## src/rtl/riscv_pkg.sv

```systemverilog
// Shared fetch-side definitions: reset vector, memory map region bases and
// the prefetch entry layout carried from the instruction port to decode.
package riscv_pkg;

  localparam logic [31:0] RESET_VECTOR = 32'h0000_0000;

  // Upper halves of the region base addresses.
  localparam logic [15:0] ROM_BASE_HI  = 16'h0000;
  localparam logic [15:0] MMIO_BASE_HI = 16'h7000;
  localparam logic [15:0] RAM_BASE_HI  = 16'h8000;

  typedef struct packed {
    logic [31:0] pc;
    logic [31:0] instr;
  } fetch_entry_t;

  function automatic logic [31:0] word_align(input logic [31:0] addr);
    return addr & 32'hFFFF_FFFC;
  endfunction

  function automatic logic is_misaligned(input logic [31:0] addr);
    return (addr[1:0] != 2'b00);
  endfunction

endpackage

```

## src/rtl/fetch_fifo.sv

```systemverilog
// Prefetch FIFO holding {pc, instr} entries between the instruction port and
// decode; flush has priority over push and pop.
module fetch_fifo
  import riscv_pkg::*;
#(
  parameter int DEPTH = 4,
  localparam int PTR_W = $clog2(DEPTH),
  localparam int CNT_W = PTR_W + 1
) (
  input  logic             clk,
  input  logic             rst,
  input  logic             push,
  input  fetch_entry_t     push_data,
  input  logic             pop,
  input  logic             flush,
  output fetch_entry_t     head,
  output logic [CNT_W-1:0] count
);

  localparam logic [CNT_W-1:0] FULL_CNT = CNT_W'(DEPTH);

  fetch_entry_t     mem_q [DEPTH];
  logic [PTR_W-1:0] wr_ptr_q, wr_ptr_d;
  logic [PTR_W-1:0] rd_ptr_q, rd_ptr_d;
  logic [CNT_W-1:0] count_q, count_d;
  logic             do_push_s;
  logic             do_pop_s;
  logic             write_en_s;

  always_comb begin
    do_push_s  = push && (count_q != FULL_CNT);
    do_pop_s   = pop && (count_q != {CNT_W{1'b0}});
    write_en_s = do_push_s && !flush;
  end

  always_comb begin
    wr_ptr_d = wr_ptr_q;
    rd_ptr_d = rd_ptr_q;
    count_d  = count_q;
    if (flush) begin
      wr_ptr_d = {PTR_W{1'b0}};
      rd_ptr_d = {PTR_W{1'b0}};
      count_d  = {CNT_W{1'b0}};
    end else begin
      if (do_push_s) begin
        wr_ptr_d = wr_ptr_q + PTR_W'(1);
      end else begin
        wr_ptr_d = wr_ptr_q;
      end
      if (do_pop_s) begin
        rd_ptr_d = rd_ptr_q + PTR_W'(1);
      end else begin
        rd_ptr_d = rd_ptr_q;
      end
      case ({do_push_s, do_pop_s})
        2'b10:   count_d = count_q + CNT_W'(1);
        2'b01:   count_d = count_q - CNT_W'(1);
        default: count_d = count_q;
      endcase
    end
  end

  always_ff @(posedge clk or posedge rst) begin
    if (rst) begin
      wr_ptr_q <= {PTR_W{1'b0}};
      rd_ptr_q <= {PTR_W{1'b0}};
      count_q  <= {CNT_W{1'b0}};
    end else begin
      wr_ptr_q <= wr_ptr_d;
      rd_ptr_q <= rd_ptr_d;
      count_q  <= count_d;
    end
  end

  // Storage needs no reset: an entry is only visible once count covers it.
  always_ff @(posedge clk) begin
    if (write_en_s) begin
      mem_q[wr_ptr_q] <= push_data;
    end
  end

  assign head  = mem_q[rd_ptr_q];
  assign count = count_q;

endmodule

```

## src/rtl/instr_fetch.sv

```systemverilog
// Instruction fetch stage: issues word fetches to a one-cycle-latency ROM port,
// buffers returns in fetch_fifo and serves decode. Optional FETCH_ALIGN_CHECK_EN.
module instr_fetch
  import riscv_pkg::*;
#(
  parameter logic [31:0] RESET_PC = RESET_VECTOR,
  parameter int          DEPTH    = 4
) (
  input  logic        clk,
  input  logic        reset,
  output logic [31:0] imem_address,
  output logic        imem_enable,
  input  logic [31:0] imem_data,
  input  logic        imem_wait,
  input  logic        redirect_valid,
  input  logic [31:0] redirect_pc,
  output logic        out_valid,
  input  logic        out_ready,
  output logic [31:0] out_instr,
  output logic [31:0] out_pc,
  output logic        fetch_misaligned
);

  localparam int               CNT_W    = $clog2(DEPTH) + 1;
  localparam logic [CNT_W-1:0] FULL_CNT = CNT_W'(DEPTH);

  logic [31:0]      pc_q, pc_d;
  logic [31:0]      req_pc_q, req_pc_d;
  logic             pending_q, pending_d;
  logic             halted_q, halted_d;
  logic             misaligned_q, misaligned_d;
  logic [31:0]      target_pc_s;
  logic             bad_target_s;
  logic             issue_s;
  logic             accept_s;
  logic             push_s;
  logic             pop_s;
  logic [CNT_W-1:0] count_s;
  fetch_entry_t     push_entry_s;
  fetch_entry_t     head_s;

`ifdef FETCH_ALIGN_CHECK_EN
  assign target_pc_s  = redirect_pc;
  assign bad_target_s = is_misaligned(redirect_pc);
`else
  assign target_pc_s  = word_align(redirect_pc);
  assign bad_target_s = 1'b0;
`endif

  // A request is only issued if its response is guaranteed a FIFO slot,
  // counting the response already in flight.
  always_comb begin
    issue_s  = !reset && !halted_q && !redirect_valid &&
               ((count_s + CNT_W'(pending_q)) < FULL_CNT);
    accept_s = issue_s && !imem_wait;
  end

  always_comb begin
    pc_d         = pc_q;
    req_pc_d     = req_pc_q;
    pending_d    = 1'b0;
    halted_d     = halted_q;
    misaligned_d = misaligned_q;
    if (redirect_valid) begin
      pc_d         = target_pc_s;
      pending_d    = 1'b0;
      halted_d     = bad_target_s;
      misaligned_d = bad_target_s;
    end else if (accept_s) begin
      pc_d      = pc_q + 32'd4;
      pending_d = 1'b1;
      req_pc_d  = pc_q;
    end else begin
      pending_d = 1'b0;
    end
  end

  always_ff @(posedge clk or posedge reset) begin
    if (reset) begin
      pc_q         <= RESET_PC;
      req_pc_q     <= 32'h0000_0000;
      pending_q    <= 1'b0;
      halted_q     <= 1'b0;
      misaligned_q <= 1'b0;
    end else begin
      pc_q         <= pc_d;
      req_pc_q     <= req_pc_d;
      pending_q    <= pending_d;
      halted_q     <= halted_d;
      misaligned_q <= misaligned_d;
    end
  end

  // The response of a request cancelled by a redirect is dropped here.
  always_comb begin
    push_s             = pending_q && !redirect_valid;
    pop_s              = out_valid && out_ready;
    push_entry_s.pc    = req_pc_q;
    push_entry_s.instr = imem_data;
  end

  fetch_fifo #(
    .DEPTH (DEPTH)
  ) u_fifo (
    .clk       (clk),
    .rst       (reset),
    .push      (push_s),
    .push_data (push_entry_s),
    .pop       (pop_s),
    .flush     (redirect_valid),
    .head      (head_s),
    .count     (count_s)
  );

  assign imem_enable      = issue_s;
  assign imem_address     = pc_q;
  assign out_valid        = (count_s != {CNT_W{1'b0}});
  assign out_pc           = out_valid ? head_s.pc : 32'h0000_0000;
  assign out_instr        = out_valid ? head_s.instr : 32'h0000_0000;
  assign fetch_misaligned = misaligned_q;

endmodule

```

## config.mk

```make
export PLATFORM = sky130hd
export DESIGN_NAME = instr_fetch
export DESIGN_NICKNAME = d
export VERILOG_FILES = /design/src/rtl/riscv_pkg.sv /design/src/rtl/fetch_fifo.sv /design/src/rtl/instr_fetch.sv
export SDC_FILE = /design/constraint.sdc
export NUM_CORES = 1
export LEC_CHECK = 0
export CAP_MARGIN = 15
export CORE_UTILIZATION = 57
export CTS_BUF_LIST = sky130_fd_sc_hd__clkbuf_2
export CTS_CLUSTER_DIAMETER = 120
export DETAILED_ROUTE_END_ITERATION = 10
export PLACE_DENSITY = 0.92
export REMOVE_ABC_BUFFERS = 1
export SETUP_SLACK_MARGIN = 0.02
export SYNTH_ARGS = -nofsm -noshare
export SYNTH_HDL_FRONTEND = slang
export SYNTH_SLANG_ARGS = --single-unit
export TNS_END_PERCENT = 100
```

## constraint.sdc

```tcl
create_clock -name clk -period 5.69 [get_ports clk]
set_input_delay 0.569 -clock clk [delete_from_list [all_inputs] [get_ports clk]]
set_output_delay 0.569 -clock clk [all_outputs]
set_load 0.02 [all_outputs]
```

After elaboration in Yosys (flattened, before gate mapping) --
Memory sizes are Yosys's and may differ from the RTL's. Index checks and enable logic that the tools add are counted.
Word-level totals: register bits 72, bits in writable memories 256, input port bits 69, output and inout bits 99, logic and storage cells 49, memories 1
Memory list:
- u_fifo.mem_q | depth 4, width 64, read ports 1, clocked after memory_dff 0, wr ports 1, line fetch_fifo.sv:22 | fetch_entry_t mem_q [DEPTH];
Cells by class: add/sub/neg operators 6, order comparisons 1, eq/ne operators 3, mux-type cells 14, bitwise gates (word level) 1, reductions and logical operators 17
Operators with widths (number):
- 2-to-1 mux 32 bit | 4
- adder 32 x 3 -> 32 bit, second input constant | 1
- logical AND 1 bit | 8
- 2-to-1 mux 2 bit | 4
- case mux 3 bit (2 select lines) | 1
- nonzero test 2 bit | 3
- nonzero test 3 bit | 2
- adder 2 x 1 -> 2 bit, second input constant | 2
- 2-to-1 mux 1 bit | 4
- adder 3 x 1 -> 3 bit | 1
- adder 3 x 1 -> 3 bit, second input constant | 1
- logical NOT 1 bit | 3
- < comparator 3 bit, second input constant | 1
- 2-to-1 mux 3 bit | 1
- inequality test 3 bit, second input constant | 1
- subtractor 3 x 1 -> 3 bit, second input constant | 1
- equality test 2 x 1 -> 1 bit, second input constant | 1
- equality test 2 bit, second input constant | 1
- AND reduction 2 bit | 1
- inverter 1 bit | 1

Longest topological paths before layout --
depth after elaboration 6, gate-level depth with buffers 8, gate-level depth less buffers 7

Modules after synthesis --
Synthesis repeated with hierarchy kept, for this count alone.
Second synthesis, totals: cells, all modules 832, area, all modules 13415.4 µm²
Modules (own cells, without submodules):
- fetch_fifo | instances 1, cells each 397, area each 9775.6 µm², seq. area each 7862.5 µm²
- instr_fetch | instances 1, cells each 435, area each 3639.7 µm², seq. area each 1526.5 µm²

Worst setup path before layout --
OpenSTA, ideal clock, no wires.
path type input to register, from input port redirect_valid, to memory u_fifo.mem_q[0][0] (netlist bit), enable pin, setup time 0.427 ns, arrival time 2.441 ns, data required time 5.263 ns, setup slack 2.822 ns, stages on the path 3, path buffers 1, path through clkbuf_1 -> nor2_1 -> and2_1
On the way: cells in the longest elaborated chain, start to end 6
Ends and longest elaborated chain:
- start: declaration | line instr_fetch.sv:15 | input logic redirect_valid,
- logical NOT 1 bit * | line fetch_fifo.sv:33, instr_fetch.sv:96
- logical AND 1 bit | line instr_fetch.sv:96 | push_s = pending_q && !redirect_valid;
- logical AND 1 bit | line fetch_fifo.sv:31 | do_push_s = push && (count_q != FULL_CNT);
- logical AND 1 bit * | line fetch_fifo.sv:33 | write_en_s = do_push_s && !flush;
- 2-to-1 mux 1 bit * | line fetch_fifo.sv:77 | if (write_en_s) begin
- 2-to-1 mux 1 bit (not written as such) * | line fetch_fifo.sv:78 | mem_q[wr_ptr_q] <= push_data;
- end: declaration | line fetch_fifo.sv:22
Mark *: on every way between the ends. The rest lies on a longest branch, timed or not.

Final worst setup path --
from register u_fifo.rd_ptr_q[0], to output port out_instr[9]
On the way: cells in the longest elaborated chain, start to end 2
Ends and longest elaborated chain:
- start: declaration | line fetch_fifo.sv:24 | logic [PTR_W-1:0] rd_ptr_q, rd_ptr_d;
- start signal: assignment | line fetch_fifo.sv:66 | rd_ptr_q <= {PTR_W{1'b0}};
- start signal: assignment | line fetch_fifo.sv:70 | rd_ptr_q <= rd_ptr_d;
- memory (4 x 64 bit)
- 2-to-1 mux 32 bit | line instr_fetch.sv:119 | assign out_instr = out_valid ? head_s.instr : 32'h0000_0000;
- end: declaration | line instr_fetch.sv:19 | output logic [31:0] out_instr,
No other way between the ends.

==> impl_metrics.env <==
export IMPL_cap_violations=0
export IMPL_grt_pass1_wl_microns=40400
export IMPL_rr_startpoint="u_fifo.count[0]$_DFFE_PP0P_"
export IMPL_core_sq_um=21900
export IMPL_max_stage_delay_ns=1.14
export IMPL_synth_top_area_share_pct=58.5
export IMPL_cts_setup_buffers=0
export IMPL_cp_max_fo=51
export IMPL_overflow=0
export IMPL_die_area_sq_um=23000
export IMPL_status="complete, no violations"
export IMPL_fill_cells=1442
export IMPL_p_leak_uw=0.00547
export IMPL_r2r_cells=5
export IMPL_cp_required_ns=5.12
export IMPL_io_pin_count=168
export IMPL_synth_area_sq_um=12700
export IMPL_cp_num_buf_inv=2
export IMPL_avgSynthCellArea_sq_um=16.3
export IMPL_cp_top_family="flip-flops"
export IMPL_hold_class="input port to flip-flop"
export IMPL_placed_area_sq_um=14600
export IMPL_crit_type="flip-flop to output pin"
export IMPL_clk_latency_ns=0.85
export IMPL_rows=54
export IMPL_r2r_slack_ns=2.85
export IMPL_critPathSlowestCell="dfrtp_4"
export IMPL_dp_hpwl_microns=15000
export IMPL_final_hold_violation_count=0
export IMPL_cts_hold_buf=0
export IMPL_drt_wl_total_microns=26200
export IMPL_die_w_microns=152
export IMPL_drive_above_1_share_pct=20.1
export IMPL_worstSetupStartpoint="u_fifo.rd_ptr_q[0]$_DFFE_PP0P_"
export IMPL_place_gp_congestion=0.828
export IMPL_yosys_warnings=0
export IMPL_start_kind="flip-flop"
export IMPL_avgRoutedWirePerCell_microns=19.7
export IMPL_cts_resized=0
export IMPL_end_kind="output pin"
export IMPL_tns_ns=0
export IMPL_finalInstanceArea_sq_um=15300
export IMPL_cts_made_buffers=76
export IMPL_start_util_pct=58.2
export IMPL_post_route_util_pct=69.9
export IMPL_htree_levels=3
export IMPL_critPathArrivalTime_ns=3.60
export IMPL_antenna_found_initial=1
export IMPL_grt_max_degree=69
export IMPL_slew_headroom_pct=30.2
export IMPL_ant_nets=0
export IMPL_cts_tree="done"
export IMPL_root_buffer="clkbuf_2"
export IMPL_drc_errors=0
export IMPL_max_freq_ghz=0.240
export IMPL_seq_area_sq_um=9160
export IMPL_layout_nets=1062
export IMPL_netlist_instances=780
export IMPL_skew_ns=0.101
export IMPL_worst_pin_slew_ns=1.05
export IMPL_synth_edf_count=248
export IMPL_crit_end="out_instr[9]"
export IMPL_min_period_ns=4.17
export IMPL_drv_slew=0
export IMPL_syn2layout_area_growth_pct=20.1
export IMPL_power_density_nw_per_um2=396
export IMPL_io_buffers=160
export IMPL_async_flop_share_pct=21.5
export IMPL_rsz0062_at_grt="false"
export IMPL_clock_sinks=316
export IMPL_r2r_end="imem_address[13]$_DFFE_PP0P_"
export IMPL_vdd_drop_max_mv=0.254
export IMPL_grt_usage_pct=23.7
export IMPL_holdWs_ns=0.299
export IMPL_crit_chain="buf_4 > mux4_2 > and2_1 > clkdlybuf4s50_1"
export IMPL_cp_depth=4
export IMPL_viasPerCell=5.74
export IMPL_synthFlopType="edfxtp_1"
export IMPL_fin_crit_sh_pct=73.3
export IMPL_drt_iter0_drc=494
export IMPL_ys_ff_latch=316
export IMPL_total_power_uw=6050
export IMPL_netlist_top_cells_area="edfxtp_1 (58%), dfrtp_1 (13%), mux4_2 (11%)"
export IMPL_setup_violations=0
export IMPL_vias=7614
export IMPL_clock_path_buffers=3
export IMPL_yosysSeqAreaShare_pct=71.8
export IMPL_path_clk_slew_ns=0.10
export IMPL_die_y_microns=152
export IMPL_synth_area_leader_cell="edfxtp_1"
export IMPL_grt_pass1_vias=7761
export IMPL_drt_first_pass_iters=8
export IMPL_yosysUniqueCellTypes=50
export IMPL_multi_input_area_sq_um=3390
where the power goes:
part	switching [uW]	leakage (uW)	internal (uW)	total [uW]
clock network	843	0.000536	588	1430
logic	793	0.00184	873	1670
registers	265	0.00310	2690	2960
total	1900	0.00547	4150	6050
metrics by stage:
| stage | std cells | setup WS [ns] |
|---|---|---|
| 5_1_grt | 1327 | 1.22 |
| 2_1_floorplan | 742 | 1.72 |
| 3_3_place_gp | 1188 | 2.23 |
| 6_report | 1327 | 1.52 |
| 4_1_cts | 1325 | 1.35 |
| 3_5_place_dp | 1188 | 2.19 |
Yosys cell counts, drive strengths merged (2+ instances only):
cell type  number
a211o           3
a21o            2
a21oi           2
a311oi          2
and2           69
and3            2
and4            6
buf            18
clkbuf         24
dfrtp          68
edfxtp        248
ha              5
inv            11
mux2            3
mux2i           2
mux4           62
nand2         127
nand3          15
nand4           8
nor2           21
nor3            7
nor3b           2
nor4            2
o211ai         11
o21ai          19
o311ai          8
or3             4
or4             2
xnor2           7
xor2            7
registers in the layout, indices dropped and copies added (netlist names):
name             flops
u_fifo.wr_ptr_q      2
imem_address        30
req_pc_q            30
pending_q            1
u_fifo.rd_ptr_q      2
u_fifo.count         3
u_fifo.mem_q       248
logic make-up (layout without fill, tap and decap cells):
kind of cell    Yosys count  in the layout  synth area share [%]
flops                   316            316                  71.8
simple gates            266            266                  10.2
mux                      67             67                  11.4
compound gates           57             57                  3.17
buf+inv                  53            315                  1.78
xor+xnor                 14             14                 0.963
fa+ha+maj                 6              6                 0.648
other cells               1              6                0.0294
worst min path at each step:
stage / from / to / slack [ns] / depth (start not counted)
final: redirect_pc[4] / imem_address[4]$_DFFE_PP0P_ / 0.30 / 3
after CTS: redirect_pc[4] / imem_address[4]$_DFFE_PP0P_ / 0.25 / 3
after floorplan: req_pc_q[2]$_DFFE_PP0P_ / u_fifo.mem_q[0][34]$_DFFE_PP_ / 0.48 / 0
after global placement: req_pc_q[10]$_DFFE_PP0P_ / u_fifo.mem_q[1][42]$_DFFE_PP_ / 0.49 / 0
after global routing: redirect_pc[31] / imem_address[31]$_DFFE_PP0P_ / 0.27 / 3
after detailed placement: req_pc_q[21]$_DFFE_PP0P_ / u_fifo.mem_q[2][53]$_DFFE_PP_ / 0.51 / 0
area by class of cell:
class,instances,share of cell area (%)
flip-flops and latches,316,59.8
multi-input cells,415,22.2
repair buffers,167,10.9
clock buffers,117,3.83
well taps,280,2.29
clock inverters,20,0.703
inverters,11,0.270
diodes,1,0.0164
placed cells by master (no fill, tap or decap), types with 3 or more instances in the layout:
cell / netlist / routed
clkbuf_2: 0 / 117
edfxtp_1: 248 / 248
and4_1: 6 / 6
a211o_1: 3 / 3
o311ai_0: 8 / 8
xor2_1: 7 / 7
nor2_1: 21 / 21
nand4_1: 7 / 7
conb_1: 1 / 5
and2_1: 69 / 65
o211ai_1: 11 / 11
nand3_1: 15 / 15
xnor2_1: 7 / 7
mux4_2: 62 / 62
dfrtp_1: 68 / 66
clkdlybuf4s50_1: 0 / 160
ha_1: 5 / 5
o21ai_0: 19 / 19
nand2_1: 127 / 127
and2_4: 0 / 4
inv_1: 10 / 9
clkinv_1: 0 / 15
mux2_2: 3 / 3
nor3_1: 7 / 7
inv_2: 1 / 3
buf_4: 5 / 6
metal layers:
metal / global-route usage, % / wire, microns
met5: 0 / 0
met4: 9.41 / 549
met3: 5.63 / 2260
met2: 38.6 / 12800
met1: 31.0 / 10600
worst reg2reg max path: stages (launching register included):
cell,delay [ns]
dfrtp_1,0.52
nand4_1,0.17
a2111o_1,0.47
inv_2,0.55
nand2_1,0.39
o311ai_0,0.50
Note: power is estimated with default switching activity, not from simulation.
